[src/rtl/axis_pkt_fifo_buffer.sv]
// Multi-channel AXI-Stream FIFO buffer: one independent {TLAST,TDATA} FIFO per channel
// with fill level, almost-full flag and optional store-and-forward packet release.
module axis_pkt_fifo_buffer #(
  parameter int unsigned CHANNEL_NUMBER  = 8,
  parameter int unsigned BUFFER_LENGTH   = 8,
  parameter int unsigned AXIS_DATA_WIDTH = 32,
  parameter int unsigned PACKET_MODE     = 0,
  parameter int unsigned AFULL_THRESH    = 6
) (
  input  logic                                                ACLK,
  input  logic                                                ARESET,
  input  logic [CHANNEL_NUMBER*AXIS_DATA_WIDTH-1:0]           in_tdata_i,
  input  logic [CHANNEL_NUMBER-1:0]                           in_tlast_i,
  input  logic [CHANNEL_NUMBER-1:0]                           in_tvalid_i,
  output logic [CHANNEL_NUMBER-1:0]                           in_tready_o,
  output logic [CHANNEL_NUMBER*AXIS_DATA_WIDTH-1:0]           out_tdata_o,
  output logic [CHANNEL_NUMBER-1:0]                           out_tlast_o,
  output logic [CHANNEL_NUMBER-1:0]                           out_tvalid_o,
  input  logic [CHANNEL_NUMBER-1:0]                           out_tready_i,
  output logic [CHANNEL_NUMBER*($clog2(BUFFER_LENGTH)+1)-1:0] level_o,
  output logic [CHANNEL_NUMBER-1:0]                           almost_full_o
);

  localparam int unsigned LW = $clog2(BUFFER_LENGTH) + 1;
  localparam int unsigned AW = LW - 1;
  localparam int unsigned EW = AXIS_DATA_WIDTH + 1;

  for (genvar c = 0; c < CHANNEL_NUMBER; c++) begin : g_ch
    logic [EW-1:0] mem [BUFFER_LENGTH];
    logic [EW-1:0] rd_entry;
    logic [LW-1:0] wr_ptr;
    logic [LW-1:0] rd_ptr;
    logic [LW-1:0] level_q;
    logic [LW-1:0] level_nxt;
    logic [LW-1:0] pkt_cnt;
    logic          afull_q;
    logic          full;
    logic          empty;
    logic          pkt_ready;
    logic          valid;
    logic          wr_en;
    logic          rd_en;
    logic          wr_tlast;
    logic          rd_tlast;

    assign rd_entry = mem[rd_ptr[AW-1:0]];

    // The full term lets a packet longer than the FIFO drain cut-through instead of deadlocking.
    always_comb begin
      full      = (wr_ptr[LW-1] != rd_ptr[LW-1]) && (wr_ptr[AW-1:0] == rd_ptr[AW-1:0]);
      empty     = (wr_ptr == rd_ptr);
      pkt_ready = (PACKET_MODE == 0) || (pkt_cnt != '0) || full;
      valid     = !ARESET && !empty && pkt_ready;
      wr_en     = in_tvalid_i[c] && !full && !ARESET;
      rd_en     = valid && out_tready_i[c];
      wr_tlast  = wr_en && in_tlast_i[c];
      rd_tlast  = rd_en && rd_entry[EW-1];
      level_nxt = level_q;
      if (wr_en && !rd_en) begin
        level_nxt = level_q + LW'(1);
      end else if (rd_en && !wr_en) begin
        level_nxt = level_q - LW'(1);
      end
    end

    always_ff @(posedge ACLK) begin
      if (ARESET) begin
        wr_ptr  <= '0;
        rd_ptr  <= '0;
        level_q <= '0;
        pkt_cnt <= '0;
        afull_q <= 1'b0;
      end else begin
        if (wr_en) begin
          wr_ptr <= wr_ptr + LW'(1);
        end
        if (rd_en) begin
          rd_ptr <= rd_ptr + LW'(1);
        end
        level_q <= level_nxt;
        afull_q <= (level_nxt >= LW'(AFULL_THRESH));
        if (wr_tlast && !rd_tlast) begin
          pkt_cnt <= pkt_cnt + LW'(1);
        end else if (rd_tlast && !wr_tlast) begin
          pkt_cnt <= pkt_cnt - LW'(1);
        end
      end
    end

    always_ff @(posedge ACLK) begin
      if (wr_en) begin
        mem[wr_ptr[AW-1:0]] <= {in_tlast_i[c], in_tdata_i[c*AXIS_DATA_WIDTH +: AXIS_DATA_WIDTH]};
      end
    end

    assign in_tready_o[c]                                         = !full && !ARESET;
    assign out_tvalid_o[c]                                        = valid;
    assign out_tdata_o[c*AXIS_DATA_WIDTH +: AXIS_DATA_WIDTH]      = rd_entry[AXIS_DATA_WIDTH-1:0];
    assign out_tlast_o[c]                                         = rd_entry[EW-1];
    assign level_o[c*LW +: LW]                                    = level_q;
    assign almost_full_o[c]                                       = afull_q;
  end

endmodule

[config.mk]
export PLATFORM = sky130hd
export DESIGN_NAME = axis_pkt_fifo_buffer
export DESIGN_NICKNAME = d
export VERILOG_FILES = /design/src/rtl/axis_pkt_fifo_buffer.sv
export SDC_FILE = /design/constraint.sdc
export NUM_CORES = 2
export LEC_CHECK = 0
export ABC_CLOCK_PERIOD_IN_PS = 9890
export BUFFER_PORTS_ARGS = -buffer_cell sky130_fd_sc_hd__buf_2
export CAP_MARGIN = 10
export CORE_MARGIN = 2
export CORE_UTILIZATION = 60
export DETAILED_ROUTE_END_ITERATION = 16
export PLACE_DENSITY_LB_ADDON = 0.05
export SLEW_MARGIN = 20
export SYNTH_ARGS = -nofsm -noshare
export SYNTH_HDL_FRONTEND = slang
export SYNTH_SLANG_ARGS = --single-unit
[constraint.sdc]
create_clock -name ACLK -period 9.89 [get_ports ACLK]
set_input_delay 0.4945 -clock ACLK [delete_from_list [all_inputs] [get_ports ACLK]]
set_output_delay 0.4945 -clock ACLK [all_outputs]
set_load 0.02 [all_outputs]
==> metrics.yaml <==
dp_hpwl_um: 105000
fin_crit_sh: 0.402
p_per_area_mw_per_mm2: 194
synth_ff_type: "edfxtp_1"
ys_seq_area_frac: 0.766
core_mm2: 0.143
maxCapViolCount: 0
routed_wl_um: 177000
final_common_cell: "edfxtp_1"
synth_seq_cells: 2240
cts-root-buf: "clkbuf_16"
final-max-slew-violation-count: 0
synth_area_leaders: "edfxtp_1 74%, mux4_2 14%, mux2_2 3.6%"
syn-num-nets: 4197
drt_iter0_markers: 3053
overflow: 0
layout-area-overhead-vs-synth_pct: 17.8
cts_resized: 0
place_congestion: 0.749
reg2reg_setup_slack_ps: 6880
die_w_um: 383
combPwrFrac: 0.071
pre_cts_ws_ps: 6380
dieArea_mm2: 0.147
post-route-worst-setup-slack_ps: 5910
syn-cell-area_mm2: 0.0861
clk_pin_slew_worst_paths_ps: 60
vias: 40948
tightest_slew_ps: 1090
min_path_cells: 2
clock_sinks: 2240
drt-pass1-iter-count: 5
fin_skew_ps: 26.6
rr_worst_depth: 5
crit_arrival_ps: 3490
relSlewSlack: 0.276
setup_tns_ps: 0
cts_tree: "built"
synth_top_area_frac: 0.736
final_cell_mix: "2112 x edfxtp_1, 600 x buf_2, 528 x mux4_2, 272 x mux2_2, 264 x dlygate4sd3_1"
cts_buffers: 214
setup_viol: 0
routedWlPerCell_um: 25.5
p_total_uw: 19700
routed_via_density: 5.89
synth_edf_count: 2112
antenna_found_initial: 31
drc: 0
outcome: "complete, no violations"
leakage_uw: 0.0329
worstSetupPathType: "flop to primary output"
grt_max_degree: 67
postSynthAreaPerCell_um2: 22.2
pwr-share-clk: 0.390
utilization: 0.710
p_sw_uw: 4210
nFillCells: 8677
die_y_um: 383
p_seq_frac: 0.540
ys_types: 47
nets: 5179
rsz0062_at_grt: "false"
fmax_mhz: 251
clockBufferDepth: 3
htreeDepth: 4
grt_usage: 0.243
io_pins: 602
syn_inst: 3883
crit_required_ps: 9400
rows: 139
min_from: "ARESET"
ys_warn_count: 0
grt_pass1_wl_um: 263000
drive_gt1_frac: 0.376
grt_pass1_vias: 41695
p_int_uw: 15500
clk_latency_ps: 830
synth_top_cell_by_area: "edfxtp_1"
cp-end-kind: "primary output"
async_flop_share: 0
ir_drop_uv: 165
swShare: 0.214
whs_ps: 104
io_buffers: 601
final_antenna_net_count: 0
post-route-min-period_ps: 3980
r2r-start: "g_ch[1].wr_ptr[0]$_SDFFE_PP0P_"
hold_end: "g_ch[2].level_q[1]$_SDFF_PP0_"
worstHoldPathType: "input pin to flop"
cp-start-kind: "flop"
crit_path_max_fanout: 44
start_util: 0.602
hold_viol: 0
r2r-end: "g_ch[1].mem[0][24]$_DFFE_PP_"
[metal layers]
layer,routed length (µm),track usage,up-vias,share of wire
met5,148,0,-,0.00084
met4,4370,0.0700,24,0.025
met3,14900,0.0672,273,0.084
met2,87100,0.387,1231,0.49
met1,70600,0.336,21391,0.40
li1,-,-,18029,-
[state kept, by name (all words and copies together) (netlist names), named ones only]
name and flops:
g_ch.rd_ptr 32, g_ch.wr_ptr 32, g_ch.level_q 32, g_ch.mem 2112, g_ch.afull_q 8
[power by group through the flow]
stage / combinational [µW] / clock (µW) / sequential [µW]
after floorplan: 832 / 0 / 10800
final: 1390 / 7670 / 10600
after detailed placement: 1300 / 0 / 10800
after global placement: 1290 / 0 / 10800
after global routing: 1490 / 8180 / 10600
after CTS: 1400 / 7820 / 10600
[worst max-delay path, stage by stage, from the launching register on]
cell and delay (ps):
dfxtp_4 670, buf_4 800, mux4_2 640, mux2_2 340, buf_2 170
[repair_timing]
item / CTS / global route
setup buffers: 0 / 0
hold endpoints to repair: 2112 / 0
endpoints found under the setup margin: 0 / 0
hold buffers: 264 / 0
[cell type report]
| cell class | count | area (µm²) | area share |
|---|---|---|---|
| Multi-Input combinational cell | 1414 | 19600 | 0.193 |
| Sequential cell | 2240 | 66000 | 0.651 |
| Inverter | 36 | 135 | 0.00133 |
| Clock inverter | 118 | 868 | 0.00856 |
| Clock buffer | 269 | 5730 | 0.0565 |
| Tap cell | 1903 | 2380 | 0.0235 |
| Antenna cell | 13 | 32.5 | 0.000321 |
| Timing Repair Buffer | 959 | 6680 | 0.0659 |
[through the flow]
step	area, µm²	cells
after floorplan	86100	3883
after CTS	101000	6932
final	101000	6952
after global placement	91700	6268
after global routing	101000	6945
after detailed placement	92000	6281
[how the worst max path moves through the flow]
| stage | depth (start not counted) | start | end | slack (ps) |
|---|---|---|---|---|
| 2_1_floorplan | 5 | ARESET | g_ch[7].mem[0][0]$_DFFE_PP_ | 5720 |
| 3_3_place_gp | 6 | ARESET | g_ch[5].mem[4][18]$_DFFE_PP_ | 6360 |
| 5_1_grt | 4 | flop | out_tdata_o[28] | 5650 |
| 3_5_place_dp | 6 | ARESET | g_ch[4].mem[4][25]$_DFFE_PP_ | 6380 |
| 4_1_cts | 4 | flop | out_tdata_o[28] | 5820 |
| 6_report | 4 | flop | out_tdata_o[28] | 5910 |
[cells in the mapped netlist, types with 7 or more instances]
cell type,count
nor2b_1,10
a21oi_1,28
o41ai_2,7
o21ai_0,18
inv_1,36
buf_1,36
o21bai_1,7
and2_1,12
buf_4,20
or3_1,10
dfxtp_1,128
nand3b_1,16
o2bb2ai_1,8
mux4_2,528
xor2_1,47
xor2_2,7
clkbuf_1,80
nand2b_1,61
buf_2,55
a41oi_1,8
nand3_1,18
nand2_1,71
nor4_1,8
mux2_2,272
xnor2_1,48
a41oi_2,7
mux2i_1,8
nor3_1,18
edfxtp_1,2112
ha_1,32
nor2_1,119
[cells by family (layout without fill, tap and decap cells)]
family          Yosys count  after routing  synth area share
mux                     808            808             0.175
compound gates          114            114            0.0112
buf+inv                 229           1382            0.0118
xor+xnor                102            102            0.0110
flops                  2240           2240             0.766
fa+ha+maj                32             32           0.00465
simple gates            358            358            0.0207
other cells               0             13                 0
Power figures use the tool's default switching activity.
